`config.mk`:
```
export PLATFORM = sky130hd
export DESIGN_NAME = hazard_unit_flat
export DESIGN_NICKNAME = d
export VERILOG_FILES = /design/src/rtl/hazard_pkg.sv /design/src/rtl/hazard_unit_if.sv /design/src/rtl/hazard_unit_fwd_sel.sv /design/src/rtl/hazard_unit.sv /design/src/flat_wrapper.sv
export SDC_FILE = /design/constraint.sdc
export NUM_CORES = 1
export LEC_CHECK = 0
export CAP_MARGIN = 40
export CORE_ASPECT_RATIO = 1.75
export CORE_MARGIN = 2
export CORE_UTILIZATION = 36
export DETAILED_ROUTE_END_ITERATION = 7
export GPL_ROUTABILITY_DRIVEN = 0
export PLACE_DENSITY = 0.76
export REMOVE_ABC_BUFFERS = 1
export SKIP_LAST_GASP = 1
export SLEW_MARGIN = 20
export SYNTH_ARGS = -nofsm -noshare
export SYNTH_HDL_FRONTEND = slang
export SYNTH_SLANG_ARGS = --single-unit
```
`constraint.sdc`:
```
create_clock -name clk -period 3.95 [get_ports clk]
set_input_delay 0.9875 -clock clk [delete_from_list [all_inputs] [get_ports clk]]
set_output_delay 0.9875 -clock clk [all_outputs]
set_load 0.005 [all_outputs]
```
`src/rtl/hazard_pkg.sv`:
```
// Shared types and constants for the pipeline hazard controller.
// Holds the FSM state type, forward-select codes and register address width.
package hazard_pkg;

    localparam int REG_AW = 4;

    typedef logic [REG_AW-1:0] regAddr_t;

    typedef enum logic {
        RUN     = 1'b0,
        MULBUSY = 1'b1
    } hz_state_t;

    localparam logic [1:0] FWD_RF  = 2'b00;
    localparam logic [1:0] FWD_WB  = 2'b01;
    localparam logic [1:0] FWD_MEM = 2'b10;

    // True when a later stage will write the register an Execute operand reads.
    function automatic logic addrHit(input logic writeEn, input regAddr_t wa, input regAddr_t ra);
        return writeEn && (wa == ra);
    endfunction

endpackage

```
`src/rtl/hazard_unit_if.sv`:
```
// Pipeline-side bundle for the hazard controller: register addresses, stage
// controls in, stall/flush/forward controls and the debug stall count out.
interface hazard_unit_if #(
    parameter int CNT_W = 16
);
    import hazard_pkg::*;

    regAddr_t RA1D, RA2D;
    regAddr_t RA1E, RA2E;
    regAddr_t WA3E, WA3M, WA3W;
    logic     RegWriteE, RegWriteM, RegWriteW;
    logic     MemtoRegE;
    logic     PCSrcE;
    logic     MulStartE;

    logic       StallF, StallD, StallE;
    logic       FlushD, FlushE, FlushM;
    logic [1:0] ForwardAE, ForwardBE;
    logic [CNT_W-1:0] StallCnt;

    modport master (
        output RA1D, RA2D, RA1E, RA2E, WA3E, WA3M, WA3W,
        output RegWriteE, RegWriteM, RegWriteW, MemtoRegE, PCSrcE, MulStartE,
        input  StallF, StallD, StallE, FlushD, FlushE, FlushM,
        input  ForwardAE, ForwardBE, StallCnt
    );

    modport slave (
        input  RA1D, RA2D, RA1E, RA2E, WA3E, WA3M, WA3W,
        input  RegWriteE, RegWriteM, RegWriteW, MemtoRegE, PCSrcE, MulStartE,
        output StallF, StallD, StallE, FlushD, FlushE, FlushM,
        output ForwardAE, ForwardBE, StallCnt
    );

endinterface

```
`src/rtl/hazard_unit_fwd_sel.sv`:
```
// Forwarding select for one Execute operand; Memory result wins over Writeback.
module fwd_sel
    import hazard_pkg::*;
(
    input  regAddr_t   RA,
    input  regAddr_t   WA3M,
    input  regAddr_t   WA3W,
    input  logic       RegWriteM,
    input  logic       RegWriteW,
    output logic [1:0] Fwd
);

    always_comb begin
        Fwd = FWD_RF;
        if (addrHit(RegWriteM, WA3M, RA)) begin
            Fwd = FWD_MEM;
        end else if (addrHit(RegWriteW, WA3W, RA)) begin
            Fwd = FWD_WB;
        end
    end

endmodule

```
`src/rtl/hazard_unit.sv`:
```
// Hazard controller: load-use stalls, taken-branch flushes, forwarding and a
// saturating stall counter. Multi-cycle multiply stalls need HAZARD_MUL_STALL_EN.
//
// state   | meaning
// RUN     | normal issue; branch, multiply start and load-use resolved by priority
// MULBUSY | multiply occupying Execute; front end and ID/EX held, EX/MEM bubbled
module hazard_unit
    import hazard_pkg::*;
#(
    parameter int MUL_LATENCY = 4,
    parameter int CNT_W       = 16
) (
    input  logic         clk,
    input  logic         reset,
    hazard_unit_if.slave hz
);

    if (MUL_LATENCY < 2 || MUL_LATENCY > 15) begin : gLatCheck
        $error("hazard_unit: MUL_LATENCY must be in 2..15");
    end

    logic       ldStall;
    logic       stallF, stallD, stallE;
    logic       flushD, flushE, flushM;
    logic [1:0] fwdA, fwdB;
    logic [CNT_W-1:0] stallCnt;

    fwd_sel uFwdA (
        .RA        (hz.RA1E),
        .WA3M      (hz.WA3M),
        .WA3W      (hz.WA3W),
        .RegWriteM (hz.RegWriteM),
        .RegWriteW (hz.RegWriteW),
        .Fwd       (fwdA)
    );

    fwd_sel uFwdB (
        .RA        (hz.RA2E),
        .WA3M      (hz.WA3M),
        .WA3W      (hz.WA3W),
        .RegWriteM (hz.RegWriteM),
        .RegWriteW (hz.RegWriteW),
        .Fwd       (fwdB)
    );

    assign ldStall = hz.MemtoRegE && hz.RegWriteE &&
                     ((hz.WA3E == hz.RA1D) || (hz.WA3E == hz.RA2D));

`ifdef HAZARD_MUL_STALL_EN
    localparam int MCNT_W = $clog2(MUL_LATENCY);
    localparam logic [MCNT_W-1:0] MCNT_INIT = MCNT_W'(MUL_LATENCY - 2);

    hz_state_t         state, stateNext;
    logic [MCNT_W-1:0] mcnt, mcntNext;

    always_ff @(posedge clk) begin
        if (reset) begin
            state <= RUN;
            mcnt  <= '0;
        end else begin
            state <= stateNext;
            mcnt  <= mcntNext;
        end
    end
`endif

    always_comb begin
        stallF = 1'b0;
        stallD = 1'b0;
        stallE = 1'b0;
        flushD = 1'b0;
        flushE = 1'b0;
        flushM = 1'b0;
`ifdef HAZARD_MUL_STALL_EN
        stateNext = state;
        mcntNext  = mcnt;
`endif
        // Reset forces every stall/flush low so the pipeline restarts cleanly.
        if (!reset) begin
`ifdef HAZARD_MUL_STALL_EN
            if (state == MULBUSY) begin
                stallF = 1'b1;
                stallD = 1'b1;
                stallE = 1'b1;
                flushM = 1'b1;
                if (mcnt == '0) begin
                    stateNext = RUN;
                end else begin
                    mcntNext = mcnt - 1'b1;
                end
            end else
`endif
            if (hz.PCSrcE) begin
                // A load-use hazard here is moot: the dependent instruction is flushed.
                flushD = 1'b1;
                flushE = 1'b1;
            end
`ifdef HAZARD_MUL_STALL_EN
            else if (hz.MulStartE) begin
                stallF    = 1'b1;
                stallD    = 1'b1;
                stallE    = 1'b1;
                flushM    = 1'b1;
                stateNext = MULBUSY;
                mcntNext  = MCNT_INIT;
            end
`endif
            else if (ldStall) begin
                stallF = 1'b1;
                stallD = 1'b1;
                flushE = 1'b1;
            end
        end
    end

    always_ff @(posedge clk) begin
        if (reset) begin
            stallCnt <= '0;
        end else if (stallF && (stallCnt != '1)) begin
            stallCnt <= stallCnt + 1'b1;
        end
    end

    assign hz.StallF    = stallF;
    assign hz.StallD    = stallD;
    assign hz.StallE    = stallE;
    assign hz.FlushD    = flushD;
    assign hz.FlushE    = flushE;
    assign hz.FlushM    = flushM;
    assign hz.ForwardAE = fwdA;
    assign hz.ForwardBE = fwdB;
    assign hz.StallCnt  = stallCnt;

endmodule

```
`src/flat_wrapper.sv`:
```
// flat-port wrapper written by rule: the top's interface ports become plain ports
module hazard_unit_flat import hazard_pkg::*;
#(
    parameter int MUL_LATENCY = 4,
    parameter int CNT_W       = 16
)
  (clk, reset, hz_RA1D, hz_RA2D, hz_RA1E, hz_RA2E, hz_WA3E, hz_WA3M, hz_WA3W, hz_RegWriteE, hz_RegWriteM, hz_RegWriteW, hz_MemtoRegE, hz_PCSrcE, hz_MulStartE, hz_StallF, hz_StallD, hz_StallE, hz_FlushD, hz_FlushE, hz_FlushM, hz_ForwardAE, hz_ForwardBE, hz_StallCnt);
  hazard_unit_if #(.CNT_W(CNT_W)) hz_i ();
  input  logic clk;
  input  logic reset;
  input wire logic [$bits(hz_i.RA1D)-1:0] hz_RA1D;
  input wire logic [$bits(hz_i.RA2D)-1:0] hz_RA2D;
  input wire logic [$bits(hz_i.RA1E)-1:0] hz_RA1E;
  input wire logic [$bits(hz_i.RA2E)-1:0] hz_RA2E;
  input wire logic [$bits(hz_i.WA3E)-1:0] hz_WA3E;
  input wire logic [$bits(hz_i.WA3M)-1:0] hz_WA3M;
  input wire logic [$bits(hz_i.WA3W)-1:0] hz_WA3W;
  input wire logic [$bits(hz_i.RegWriteE)-1:0] hz_RegWriteE;
  input wire logic [$bits(hz_i.RegWriteM)-1:0] hz_RegWriteM;
  input wire logic [$bits(hz_i.RegWriteW)-1:0] hz_RegWriteW;
  input wire logic [$bits(hz_i.MemtoRegE)-1:0] hz_MemtoRegE;
  input wire logic [$bits(hz_i.PCSrcE)-1:0] hz_PCSrcE;
  input wire logic [$bits(hz_i.MulStartE)-1:0] hz_MulStartE;
  output wire logic [$bits(hz_i.StallF)-1:0] hz_StallF;
  output wire logic [$bits(hz_i.StallD)-1:0] hz_StallD;
  output wire logic [$bits(hz_i.StallE)-1:0] hz_StallE;
  output wire logic [$bits(hz_i.FlushD)-1:0] hz_FlushD;
  output wire logic [$bits(hz_i.FlushE)-1:0] hz_FlushE;
  output wire logic [$bits(hz_i.FlushM)-1:0] hz_FlushM;
  output wire logic [$bits(hz_i.ForwardAE)-1:0] hz_ForwardAE;
  output wire logic [$bits(hz_i.ForwardBE)-1:0] hz_ForwardBE;
  output wire logic [$bits(hz_i.StallCnt)-1:0] hz_StallCnt;
  assign hz_i.RA1D = hz_RA1D;
  assign hz_i.RA2D = hz_RA2D;
  assign hz_i.RA1E = hz_RA1E;
  assign hz_i.RA2E = hz_RA2E;
  assign hz_i.WA3E = hz_WA3E;
  assign hz_i.WA3M = hz_WA3M;
  assign hz_i.WA3W = hz_WA3W;
  assign hz_i.RegWriteE = hz_RegWriteE;
  assign hz_i.RegWriteM = hz_RegWriteM;
  assign hz_i.RegWriteW = hz_RegWriteW;
  assign hz_i.MemtoRegE = hz_MemtoRegE;
  assign hz_i.PCSrcE = hz_PCSrcE;
  assign hz_i.MulStartE = hz_MulStartE;
  assign hz_StallF = hz_i.StallF;
  assign hz_StallD = hz_i.StallD;
  assign hz_StallE = hz_i.StallE;
  assign hz_FlushD = hz_i.FlushD;
  assign hz_FlushE = hz_i.FlushE;
  assign hz_FlushM = hz_i.FlushM;
  assign hz_ForwardAE = hz_i.ForwardAE;
  assign hz_ForwardBE = hz_i.ForwardBE;
  assign hz_StallCnt = hz_i.StallCnt;
  hazard_unit #(.MUL_LATENCY(MUL_LATENCY), .CNT_W(CNT_W)) u_core (.clk(clk), .reset(reset), .hz(hz_i));
endmodule
```
==> reports/metrics.yaml <==
synth_edf_count: 0
largest_reg_flops: 16
yosysTopAreaCell: "dfxtp_1"
antenna_cells: 0
ys_top_cells_by_area: "dfxtp_1 28%, xor2_1 15%, xnor2_1 9.2%, nor2_1 6.6%, nand3_1 3.9%"
drt_wl_total_um: 2930
core_um2: 3070
ys_async_sr_fraction_pct: 0
synth_cell_types: 30
nNetsFinal: 235
switching_share_pct: 23.1
cts_max_level: 1
slew_violations: 0
clock_latency_ns: 0.25
drt_first_pass_iters: 4
worstPathRequired_ns: 2.96
cts_tree: "built"
avgSynthCellArea_um2: 8.28
ys_seq_elements: 16
clock_sinks: 16
mostFrequentLayoutCells: "58 x clkdlybuf4s50_1, 20 x xor2_1, 20 x nor2_1, 16 x dfxtp_1, 12 x xnor2_1"
intPower_w: 0.000300
fillers: 264
critPathMaxFanout: 4
grt_pass1_vias: 1289
ys_seq_area_share_pct: 28.0
fin_crit_sh_pct: 96.7
overflow: 0
p_per_area_nw_per_um2: 213
syn-cell-area_um2: 1140
status: "completed"
dpl_cell_area_um2: 1760
wl_per_cell_um: 12.2
switching_power_w: 0.0000898
viasPerCell: 5.08
worstSetupPathType: "input port to primary output"
worstPathArrival_ns: 2.83
cts_setup_buffers: 0
dpl.hpwl_um: 2470
drive_gt1_share_pct: 7.61
finalSetupViolations: 0
synthCells: 138
synthFlopType: "dfxtp_1"
initial_core_util_pct: 37.2
p_comb_share_pct: 20.9
clockBufferDepth: 2
top_level_ports: 62
power_leakage_nw: 0.629
port_buffers: 58
dpl_worst_slack_ns: 0.0638
mostFrequentLayoutCell: "clkdlybuf4s50_1"
max_slew_margin_pct: 61.5
rsz0062_at_grt: "true"
p_clk_share_pct: 37.5
worst_clock_skew_ns: 0.00774
numCtsBuffers: 3
die_width_um: 46.6
grt_pass1_wl_um: 4930
critPathCaptureType: "primary output"
synth_top_area_share_pct: 28.0
areaGrowthSynthToFinish_pct: 59.7
irDropWorstVdd_mv: 0.158
ant_nets: 0
fin_crit_ns: 3.82
cts_root_buffer: "clkbuf_8"
antenna_found_initial: 0
synth.yosys.warnings: 0
max_cap_viol_count: 0
path_clk_slew_ns: 0.06
max_freq_mhz: 262
p_seq_share_pct: 41.6
final_area_um2: 1820
drcViolationCount: 0
die_area_um2: 3660
worst_hold_slack_ns: 0.556
vias: 1219
rows: 27
grt_max_degree: 13
track_usage_pct: 17.9
final.setup.worst_slack_ns: 0.131
die_y_um: 78.5
start_kind: "input port"
drtIter0Drc: 24
hold_class: "flop to flop"
final_hold_viol_count: 0
tightest_slew_ns: 0.573
## what timing repair did
item | in CTS | in global routing
setup endpoints to repair | 0 | 2
gates resized for setup | 0 | 1
hold buffers | 0 | 0
endpoints found under the hold margin | 0 | 0
## cell usage after synthesis, drive strengths merged, types with 2 or more instances
| master | number |
|---|---|
| nor2 | 20 |
| a21bo | 2 |
| nand3b | 2 |
| clkbuf | 3 |
| buf | 4 |
| dfxtp | 16 |
| nor3 | 8 |
| nand3 | 9 |
| xor2 | 20 |
| nor4 | 7 |
| nor4b | 2 |
| nand2 | 3 |
| a21oi | 5 |
| inv | 4 |
| nand4 | 6 |
| xnor2 | 12 |
| mux2 | 3 |
| nor2b | 3 |
## final cells by class
cell class / count / area, um2 / area share (%)
Timing Repair Buffer: 61 / 603 / 33.1
Inverter: 4 / 15.0 / 0.823
Sequential cell: 16 / 320 / 17.6
Multi-Input combinational cell: 112 / 777 / 42.6
Tap cell: 43 / 53.8 / 2.95
Clock buffer: 4 / 55.1 / 3.02
## cell families (layout without fill, tap and decap cells)
family / count (synthesis) / after routing / synth area share [%]
XOR/XNOR: 32 / 32 / 24.5
adder cells (fa/ha/maj): 1 / 1 / 1.10
multiplexers: 4 / 4 / 3.83
AND/OR/NAND/NOR: 63 / 63 / 31.4
other: 1 / 2 / 0.328
buffers and inverters: 11 / 69 / 4.71
AO/OA/AOI/OAI: 10 / 10 / 6.02
flip-flops: 16 / 16 / 28.0
## layer usage
| metal | share of wire (%) | vias to the layer above | GRT usage (%) |
|---|---|---|---|
| li1 | - | 589 | - |
| met1 | 31 | 563 | 13.7 |
| met4 | 3.2 | 0 | 8.86 |
| met3 | 7.4 | 10 | 4.37 |
| met2 | 58 | 57 | 36.1 |
| met5 | 0 | - | 0 |
## critical path: stages
cell and delay, ns:
clkdlybuf4s50_1 0.45, xor2_1 0.19, nor4_2 0.26, o211ai_1 0.21, a21oi_1 0.20, clkdlybuf4s50_1 0.53
## worst paths after layout
kind,startpoint,to,slack [ns],cells after the start
hold reg to reg,u_core.hz.StallCnt[15],u_core.hz.StallCnt[15],0.56,3
setup reg to reg,u_core.hz.StallCnt[0],u_core.hz.StallCnt[7],1.85,6
hold / removal,u_core.hz.StallCnt[15],u_core.hz.StallCnt[15],0.56,3
setup / recovery,hz_WA3E[1],hz_FlushE,0.13,6
## power groups by stage
stage	logic (W)	clock network, W	registers [W]
3_5_place_dp	0.0000818	0	0.000165
3_3_place_gp	0.0000800	0	0.000165
5_1_grt	0.0000882	0.000158	0.000162
2_1_floorplan	0.0000256	0	0.000165
6_report	0.0000815	0.000146	0.000162
4_1_cts	0.0000822	0.000149	0.000162
## through the flow
step	std cells	utilization, %	TNS, ns	power, W
after detailed placement	236	57.4	0	0.000247
after global routing	240	59.3	-0.0140	0.000408
after CTS	240	59.2	0	0.000393
after global placement	236	57.4	0	0.000245
after floorplan	132	-	0	0.000191
final	240	59.3	0	0.000389
Power figures use the tool's default switching activity.
